$ cat src/rtl/console_pkg.sv
// Shared constants, state encoding and ring-address helper for the text console writer.
package console_pkg;

  localparam int COLS     = 80;
  localparam int ROWS     = 25;
  localparam int BUF_SIZE = 2000;

  localparam logic [7:0] SPACE = 8'h20;
  localparam logic [7:0] CR    = 8'h0D;
  localparam logic [7:0] LF    = 8'h0A;
  localparam logic [7:0] BS    = 8'h08;
  localparam logic [7:0] FF    = 8'h0C;

  localparam logic [10:0] BUF_LAST      = 11'(BUF_SIZE - 1);
  localparam logic [10:0] ROW_STRIDE    = 11'(COLS);
  localparam logic [10:0] LAST_ROW_BASE = 11'(BUF_SIZE - COLS);
  localparam logic [10:0] LINE_LAST     = 11'(COLS - 1);
  localparam logic [6:0]  COL_LAST      = 7'(COLS - 1);
  localparam logic [4:0]  ROW_LAST      = 5'(ROWS - 1);

  typedef enum logic [1:0] {
    INIT_CLEAR = 2'd0,
    IDLE       = 2'd1,
    WRITE      = 2'd2,
    CLEAR_LINE = 2'd3
  } state_e;

  // Step a row base address forward by one row around the 2000-cell ring.
  function automatic logic [10:0] next_row(input logic [10:0] base);
    return (base == LAST_ROW_BASE) ? 11'd0 : base + ROW_STRIDE;
  endfunction

endpackage

$ cat src/rtl/cursor_blink.sv
// Free-running cursor blink phase; restart forces the visible phase and restarts the count.
module cursor_blink #(
  parameter int unsigned BLINK_HALF = 32'd12000000
) (
  input  logic clk,
  input  logic reset,
  input  logic restart,
  output logic blink_on
);

  logic [31:0] cnt_q, cnt_d;
  logic        blink_q, blink_d;

  always_comb begin
    cnt_d   = cnt_q + 32'd1;
    blink_d = blink_q;
    if (restart) begin
      cnt_d   = 32'd0;
      blink_d = 1'b1;
    end else if (cnt_q >= BLINK_HALF - 32'd1) begin
      cnt_d   = 32'd0;
      blink_d = ~blink_q;
    end else begin
      blink_d = blink_q;
    end
  end

  always_ff @(posedge clk) begin
    if (reset) begin
      cnt_q   <= 32'd0;
      blink_q <= 1'b1;
    end else begin
      cnt_q   <= cnt_d;
      blink_q <= blink_d;
    end
  end

  assign blink_on = blink_q;

endmodule

$ cat src/rtl/char_buffer_writer.sv
// Byte-stream to 25x80 ring character buffer writer with scrolling, line clear and full clear.
module char_buffer_writer
  import console_pkg::*;
#(
  parameter int unsigned BLINK_HALF = 32'd12000000
) (
  input  logic        clk,
  input  logic        reset,
  input  logic [7:0]  in_data,
  input  logic        in_valid,
  output logic        in_ready,
  output logic [10:0] char_buffer_waddr,
  output logic [7:0]  char_buffer_wdata,
  output logic        char_buffer_we,
  output logic [6:0]  cursor_x,
  output logic [4:0]  cursor_y,
  output logic [10:0] first_char,
  output logic        cursor_blink_on
);

  state_e      state_q, state_d;
  logic [10:0] cnt_q, cnt_d;
  logic [6:0]  x_q, x_d;
  logic [4:0]  y_q, y_d;
  logic [10:0] fc_q, fc_d;
  logic [10:0] lb_q, lb_d;   // ring address of the cursor row's first cell
  logic [7:0]  byte_q, byte_d;
  logic        accept;
  logic        line_feed;

  assign accept = in_valid && in_ready;

  always_ff @(posedge clk) begin
    if (reset) begin
      state_q <= INIT_CLEAR;
      cnt_q   <= 11'd0;
      x_q     <= 7'd0;
      y_q     <= 5'd0;
      fc_q    <= 11'd0;
      lb_q    <= 11'd0;
      byte_q  <= SPACE;
    end else begin
      state_q <= state_d;
      cnt_q   <= cnt_d;
      x_q     <= x_d;
      y_q     <= y_d;
      fc_q    <= fc_d;
      lb_q    <= lb_d;
      byte_q  <= byte_d;
    end
  end

  always_comb begin
    state_d   = state_q;
    cnt_d     = cnt_q;
    x_d       = x_q;
    y_d       = y_q;
    fc_d      = fc_q;
    lb_d      = lb_q;
    byte_d    = byte_q;
    line_feed = 1'b0;
    case (state_q)
      INIT_CLEAR: begin
        if (cnt_q == BUF_LAST) begin
          cnt_d   = 11'd0;
          state_d = IDLE;
        end else begin
          cnt_d = cnt_q + 11'd1;
        end
      end
      IDLE: begin
        if (!accept) begin
          state_d = IDLE;
        end else if (in_data >= 8'h20 && in_data <= 8'h7E) begin
          byte_d  = in_data;
          state_d = WRITE;
        end else begin
          case (in_data)
            CR: x_d = 7'd0;
            LF: line_feed = 1'b1;
            BS: x_d = (x_q != 7'd0) ? x_q - 7'd1 : x_q;
            FF: begin
              fc_d    = 11'd0;
              x_d     = 7'd0;
              y_d     = 5'd0;
              lb_d    = 11'd0;
              cnt_d   = 11'd0;
              state_d = INIT_CLEAR;
            end
            default: state_d = IDLE;
          endcase
        end
      end
      WRITE: begin
        state_d = IDLE;
        if (x_q == COL_LAST) begin
          x_d       = 7'd0;
          line_feed = 1'b1;
        end else begin
          x_d = x_q + 7'd1;
        end
      end
      CLEAR_LINE: begin
        if (cnt_q == LINE_LAST) begin
          cnt_d   = 11'd0;
          state_d = IDLE;
        end else begin
          cnt_d = cnt_q + 11'd1;
        end
      end
      default: state_d = INIT_CLEAR;
    endcase
    // A line feed on the bottom row scrolls the window and blanks the new bottom row.
    if (line_feed) begin
      lb_d = next_row(lb_q);
      if (y_q == ROW_LAST) begin
        fc_d    = next_row(fc_q);
        cnt_d   = 11'd0;
        state_d = CLEAR_LINE;
      end else begin
        y_d = y_q + 5'd1;
      end
    end
  end

  always_comb begin
    in_ready          = 1'b0;
    char_buffer_we    = 1'b0;
    char_buffer_waddr = cnt_q;
    char_buffer_wdata = SPACE;
    case (state_q)
      INIT_CLEAR: char_buffer_we = !reset;
      IDLE:       in_ready = !reset;
      WRITE: begin
        char_buffer_we    = !reset;
        char_buffer_waddr = lb_q + {4'd0, x_q};
        char_buffer_wdata = byte_q;
      end
      CLEAR_LINE: begin
        char_buffer_we    = !reset;
        char_buffer_waddr = lb_q + cnt_q;
      end
      default: in_ready = 1'b0;
    endcase
  end

  assign cursor_x   = x_q;
  assign cursor_y   = y_q;
  assign first_char = fc_q;

  cursor_blink #(.BLINK_HALF(BLINK_HALF)) u_blink (
    .clk      (clk),
    .reset    (reset),
    .restart  (accept),
    .blink_on (cursor_blink_on)
  );

endmodule

$ cat config.mk
export PLATFORM = sky130hd
export DESIGN_NAME = char_buffer_writer
export DESIGN_NICKNAME = d
export VERILOG_FILES = /design/src/rtl/console_pkg.sv /design/src/rtl/cursor_blink.sv /design/src/rtl/char_buffer_writer.sv
export SDC_FILE = /design/constraint.sdc
export NUM_CORES = 1
export LEC_CHECK = 0
export ABC_AREA = 1
export BUFFER_PORTS_ARGS = -buffer_cell sky130_fd_sc_hd__buf_2
export CAP_MARGIN = 20
export CORE_ASPECT_RATIO = 0.75
export CORE_MARGIN = 3
export CORE_UTILIZATION = 60
export DETAILED_ROUTE_END_ITERATION = 8
export PLACE_DENSITY = 0.9
export SLEW_MARGIN = 0
export SYNTH_ARGS = -nofsm -noshare
export SYNTH_HDL_FRONTEND = slang
export SYNTH_SLANG_ARGS = --single-unit
$ cat constraint.sdc
create_clock -name clk -period 2.5 [get_ports clk]
set_input_delay 0.125 -clock clk [delete_from_list [all_inputs] [get_ports clk]]
set_output_delay 0.125 -clock clk [all_outputs]
set_load 0.05 [all_outputs]
==> results.py, run 1 <==
metrics = {
    "power": {
        "p_sw_mw": 0.959,
        "ir_worst_vdd_v": 0.000527,
        "clock_power_share": 0.415,
        "leakage_nw": 2.80,
        "power.internal_mw": 2.31,
        "p_comb_frac": 0.153,
        "seqPwrFrac": 0.432,
        "p_per_area_nw_per_um2": 537,
        "swShare": 0.294,
    },
    "clocking": {
        "cts.sinks": 84,
        "clock_latency_ns": 0.34,
        "cts_tree": "built",
        "htree_levels": 3,
        "numCtsBuffers": 9,
        "cts_buffer_depth": 2,
        "clkTransAtPathRegs_ns": 0.06,
        "root_buffer": "clkbuf_16",
        "cts-hold-fix-buffers": 0,
    },
    "drt": {
        "dr.first_iter.drc_count": 403,
        "drc": 0,
        "drt.antenna.violating_nets": 0,
        "vias": 5426,
        "vias_per_cell": 5.42,
        "wl_per_cell_um": 12.7,
        "wirelength_um": 12700,
        "first_pass_iters": 6,
    },
    "place": {
        "io_buffers": 55,
        "place_area_um2": 5710,
        "dpl.hpwl_um": 8990,
        "pre_cts_ws_ns": 0.213,
        "gp_congestion": 0.931,
    },
    "yosys": {
        "synth_seq_area_share": 0.320,
        "ys_warn_count": 0,
        "netlist_area_um2": 5260,
        "synth_edf_count": 0,
        "ys_ff_latch": 84,
        "synthArstFlopShare": 0,
        "avgSynthCellArea_um2": 6.39,
        "yosysUniqueCellTypes": 40,
        "syn-instance-count": 824,
        "synth-main-ff-cell": "dfxtp_1",
    },
    "timing": {
        "relSlewSlack": 0.607,
        "hold_viol": 0,
        "fmax_mhz": 418,
        "rsz0062_at_grt": "true",
        "tightest_slew_ns": 0.584,
        "tns_ns": 0,
        "finClkSkew_ns": 0.00433,
        "worst_slack_ns": 0.110,
        "period_share": 0.956,
        "whs_ns": 0.0497,
        "slew_violations": 0,
        "finalSetupViolations": 0,
        "min_period_ns": 2.39,
    },
    "global_route": {
        "grt_pass1_vias": 4758,
        "grt_pass1_wl_um": 21300,
        "grt_antenna_before_repair": 0,
        "grt_max_degree": 25,
        "overflow": 0,
        "grt_usage": 0.258,
    },
    "setup_path": {
        "crit_required_ns": 2.38,
        "crit_type": "reg -> out",
        "slowest_stage": "dfxtp_4",
        "timing.rr.start": "state_q[1]",
        "ff2ff_setup_slack_ns": 0.28,
        "r2r_cells": 12,
        "worstPathCellList": "ha_4 > buf_6 > nand2_1 > o21ai_1 > ha_1 > nand2_2 > nand2_2 > nand2_2 > nand2_2 > nand2_2 > nand3_2 > nand2_2 > o21ai_2 > buf_6",
        "critical-path-max-stage-delay_ns": 0.36,
        "worstPathMaxFanout": 8,
        "worst_path_most_repeated_cell": "nand2_2",
        "startpoint": "state_q[0]",
        "cp.arrival_ns": 2.27,
        "end_kind": "output port",
        "reg2reg_to": "cnt_q[4]",
        "start_kind": "flip-flop",
    },
    "floorplanning": {
        "start_util": 0.642,
        "rows": 28,
        "pin_count": 56,
        "die_y_um": 87.1,
        "die_area_um2": 9940,
        "placeableCoreArea_um2": 8200,
        "die-width_um": 114,
    },
    "hold_path": {
        "hold_depth": 3,
        "holdPathEnd": "byte_q[3]",
        "hold_path.class": "in -> reg",
        "hold_start": "in_data[3]",
    },
    "cells_and_area": {
        "post-route-util": 0.743,
        "fin_nets": 926,
        "n_fill_cell": 651,
        "area.growth.synth_to_final_pct": 15.7,
        "antenna_cells": 0,
        "final_cell_area_um2": 6090,
        "drive_gt1_frac": 0.157,
    },
    "status": {
        "status": "finished, final reports clean",
    },
    "flow_run": {
        "drv_cap": 0,
    },
}
==> through the flow <==
stage	cells	total power [mW]
after floorplan	831	1.81
after global placement	985	1.92
after detailed placement	985	1.92
after CTS	1001	3.27
after global routing	1002	3.40
final	1002	3.27
==> final cells by class <==
| class | count | area, µm² | share of cell area |
|---|---|---|---|
| Sequential cell | 84 | 1690 | 0.277 |
| Multi-Input combinational cell | 621 | 3190 | 0.524 |
| Tap cell | 105 | 131 | 0.0216 |
| Clock buffer | 9 | 225 | 0.0370 |
| Timing Repair Buffer | 64 | 362 | 0.0594 |
| Clock inverter | 7 | 73.8 | 0.0121 |
| Inverter | 112 | 422 | 0.0693 |
==> timing repair <==
item,CTS,global route
gates resized for setup,5,22
setup endpoints to repair,3,6
setup buffers,0,1
endpoints found under the hold margin,0,0
pin swaps,0,8
==> registers in the layout, indices dropped and copies added (netlist names) <==
name and flops:
u_blink.cnt_q 32, lb_q 7, cnt_q 11, byte_q 8, state_q 2, cursor_x 7, first_char 11, u_blink.blink_on 1
cursor_y 5
==> cells by family after synthesis <==
kind of cell,count (synthesis),share of synthesized area
flops,84,0.320
buf+inv,126,0.0922
fa+ha+maj,23,0.0547
other cells,1,0.000713
compound gates,93,0.0932
xor+xnor,20,0.0333
simple gates,477,0.406
==> cell usage in the layout (no fill, tap or decap), types with 4 or more instances in the layout <==
master,n
nand2_1,236
inv_1,100
nor2_1,93
dfxtp_1,82
nand3_1,59
a21oi_1,56
buf_2,52
ha_1,22
o21ai_0,19
nor3_1,19
nand4_1,18
xor2_1,17
nand2_2,15
nor2_2,10
inv_2,9
clkbuf_16,9
buf_4,8
conb_1,8
nand3_2,5
nor3b_1,4
==> critical path, delay by kind of cell, from the launching register on <==
kind	cells	cell delay, ns
adder cells (fa/ha/maj)	2	0.51
flip-flops	1	0.36
AND/OR/NAND/NOR	8	0.51
buffers and inverters	2	0.31
AO/OA/AOI/OAI	2	0.21
==> cell usage after synthesis (all sizes together), types with 2 or more instances <==
library cell / count / area share
nor2: 107 / 0.088
ha: 23 / 0.055
nor3: 20 / 0.020
a21oi: 57 / 0.054
clkinv: 3 / 0.0024
buf: 6 / 0.0064
nor3b: 6 / 0.010
or2: 2 / 0.0024
nand3: 66 / 0.071
o21bai: 2 / 0.0029
o22ai: 4 / 0.0048
clkbuf: 8 / 0.0057
nand4: 18 / 0.021
o211ai: 3 / 0.0043
xnor2: 3 / 0.0050
nand3b: 3 / 0.0043
a31oi: 2 / 0.0024
o21ai: 23 / 0.022
inv: 109 / 0.078
xor2: 17 / 0.028
dfxtp: 84 / 0.32
nand2: 253 / 0.19
==> power groups by stage <==
stage	logic, mW	clock network (mW)	registers [mW]
floorplan	0.327	0	1.49
global placement	0.480	0	1.44
detailed placement	0.485	0	1.44
CTS	0.489	1.37	1.41
global route	0.552	1.43	1.42
finish	0.499	1.36	1.41
==> how the worst max path moves through the flow <==
stage / endpoint / slack, ns / cells past startpoint
final: char_buffer_waddr[9] / 0.11 / 14
after global routing: char_buffer_waddr[9] / -0.02 / 15
after CTS: char_buffer_waddr[8] / 0.01 / 12
after detailed placement: char_buffer_waddr[9] / 0.21 / 13
after global placement: char_buffer_waddr[9] / 0.30 / 14
after floorplan: char_buffer_waddr[9] / -0.21 / 14
==> routing by layer <==
| layer | track usage | wire length, µm |
|---|---|---|
| met5 | 0 | 0 |
| met4 | 0.0723 | 177 |
| met3 | 0.0542 | 946 |
| met2 | 0.427 | 5780 |
| met1 | 0.344 | 5830 |
Power figures use the tool's default switching activity.
==> inputs of run 2 (changes only) <==
--- a/config.mk
+++ b/config.mk
@@ -17,3 +17,4 @@
 export SYNTH_ARGS = -nofsm -noshare
 export SYNTH_HDL_FRONTEND = slang
 export SYNTH_SLANG_ARGS = --single-unit
+export TNS_END_PERCENT = 50
==> constraint.sdc (replaced) <==
create_clock -name clk -period 3 [get_ports clk]
set_input_delay 0.15 -clock clk [delete_from_list [all_inputs] [get_ports clk]]
set_output_delay 0.15 -clock clk [all_outputs]
set_load 0.05 [all_outputs]
==> results.py, run 2 (synthesis gave the netlist of run 1 again) <==
metrics = {
    "status": {
        "status": "finished, final reports clean",
    },
    "setup_path": {
        "startpoint": "state_q[1]",
        "reg2reg_to": "u_blink.cnt_q[15]",
        "worstPathMaxFanout": 13,
        "timing.rr.start": "state_q[1]",
        "crit_type": "reg -> out",
        "r2r_cells": 9,
        "end_kind": "output port",
        "slowest_stage": "dfxtp_1",
        "worstPathCellList": "ha_4 > o21ai_0 > ha_1 > nand2_1 > nand2_1 > nand2_1 > nand2_1 > nand2_1 > nand2_1 > nand2_1 > nand3_1 > nand2_1 > o21ai_1 > buf_2",
        "critical-path-max-stage-delay_ns": 0.48,
        "ff2ff_setup_slack_ns": 0.64,
        "worst_path_most_repeated_cell": "nand2_1",
        "worstSetupPathDepth": 14,
        "crit_end": "char_buffer_waddr[9]",
        "crit_required_ns": 2.85,
        "start_kind": "flip-flop",
        "crit_family": "simple AND/OR/NAND/NOR gates",
        "cp.arrival_ns": 2.59,
        "cp_num_buf_inv": 1,
    },
    "timing": {
        "worst_slack_ns": 0.262,
        "hold_viol": 0,
        "whs_ns": 0.0763,
        "tns_ns": 0,
        "tightest_slew_ns": 0.704,
        "min_period_ns": 2.74,
        "finClkSkew_ns": 0.00755,
        "rsz0062_at_grt": "false",
        "finalSetupViolations": 0,
        "slew_violations": 0,
        "fmax_mhz": 365,
        "relSlewSlack": 0.530,
        "period_share": 0.913,
    },
    "cells_and_area": {
        "antenna_cells": 0,
        "regMostFlops": "u_blink.cnt_q",
        "fin_nets": 919,
        "n_fill_cell": 700,
        "largest_reg_flops": 32,
        "area.growth.synth_to_final_pct": 12.6,
        "final_common_cell": "nand2_1",
        "final_cell_mix": "nand2_1 (246), inv_1 (100), nor2_1 (93)",
        "drive_gt1_frac": 0.129,
    },
    "drt": {
        "dr.first_iter.drc_count": 448,
        "drt.antenna.violating_nets": 0,
        "wl_per_cell_um": 12.6,
        "first_pass_iters": 5,
        "wirelength_um": 12500,
        "vias_per_cell": 5.34,
        "vias": 5309,
        "drc": 0,
    },
    "clocking": {
        "numCtsBuffers": 9,
        "cts_tree": "built",
        "htree_levels": 3,
        "clock_latency_ns": 0.35,
        "cts-resized-gates": 0,
        "cts-hold-fix-buffers": 0,
        "post_cts_buffers": 0,
        "root_buffer": "clkbuf_16",
        "clkTransAtPathRegs_ns": 0.07,
        "cts.sinks": 84,
        "cts_buffer_depth": 2,
    },
    "global_route": {
        "gr-usage-met1": 0.350,
        "use_met3": 0.0639,
        "grt_pass1_vias": 4809,
        "met2_usage": 0.434,
        "grt_max_degree": 25,
        "grt_antenna_before_repair": 0,
        "grt_pass1_wl_um": 21500,
        "grt-busiest-layer": "met2",
        "overflow": 0,
        "grt_usage": 0.262,
    },
    "hold_path": {
        "hold_depth": 3,
        "hold_path.class": "in -> reg",
    },
    "power": {
        "leakage_nw": 2.72,
        "ir_worst_vdd_v": 0.000356,
        "p_per_area_nw_per_um2": 440,
    },
    "place": {
        "gp_congestion": 0.939,
        "io_buffers": 55,
        "dpl.hpwl_um": 9010,
        "pre_cts_ws_ns": 0.414,
    },
    "floorplanning": {
        "die_y_um": 87.1,
        "die-width_um": 114,
        "placeableCoreArea_um2": 8200,
        "start_util": 0.642,
        "die_area_um2": 9940,
        "pin_count": 56,
        "rows": 28,
    },
    "flow_run": {
        "drv_cap": 0,
    },
}
-- run 2: per-layer routing --
layer	share of wire	vias up
met5	0	-
met3	0.073	19
li1	-	2738
met1	0.46	2379
met4	0.012	0
met2	0.46	173
-- run 2: per-stage QoR --
| step | area (µm²) | power (mW) | cells | utilization |
|---|---|---|---|---|
| 3_5_place_dp | 5650 | 1.60 | 979 | 0.689 |
| 4_1_cts | 5910 | 2.61 | 994 | 0.721 |
| 3_3_place_gp | 5650 | 1.59 | 979 | 0.689 |
| 2_1_floorplan | 5290 | 1.51 | 831 | - |
| 5_1_grt | 5930 | 2.70 | 994 | 0.723 |
| 6_report | 5930 | 2.61 | 994 | 0.723 |
-- run 2: worst min-delay path by stage --
stage          startpoint        end  slack (ns)
3_3_place_gp   in_data[3]  byte_q[3]        0.42
4_1_cts        in_data[3]  byte_q[3]        0.07
6_report       in_data[3]  byte_q[3]        0.08
3_5_place_dp   in_data[3]  byte_q[3]        0.43
5_1_grt        in_data[3]  byte_q[3]         0.1
2_1_floorplan  in_data[1]  byte_q[1]        0.29
-- run 2: power by group --
group | total, mW | switching, mW | internal, mW
Combinational | 0.401 | 0.280 | 0.121
Clock | 1.02 | 0.468 | 0.556
Sequential | 1.18 | 0.0377 | 1.14
Total | 2.61 | 0.786 | 1.82
-- run 2: area by class of cell --
type,count,area [µm²],area share
Clock buffer,9,225,0.0380
Inverter,112,422,0.0712
Clock inverter,6,41.3,0.00697
Timing Repair Buffer,57,290,0.0490
Tap cell,105,131,0.0222
Sequential cell,84,1680,0.284
Multi-Input combinational cell,621,3130,0.529
-- run 2: worst min-delay path, delay by kind of cell --
kind / cells / cell delay, ns
AO/OA/AOI/OAI: 1 / 0.05
buffers and inverters: 2 / 0.17
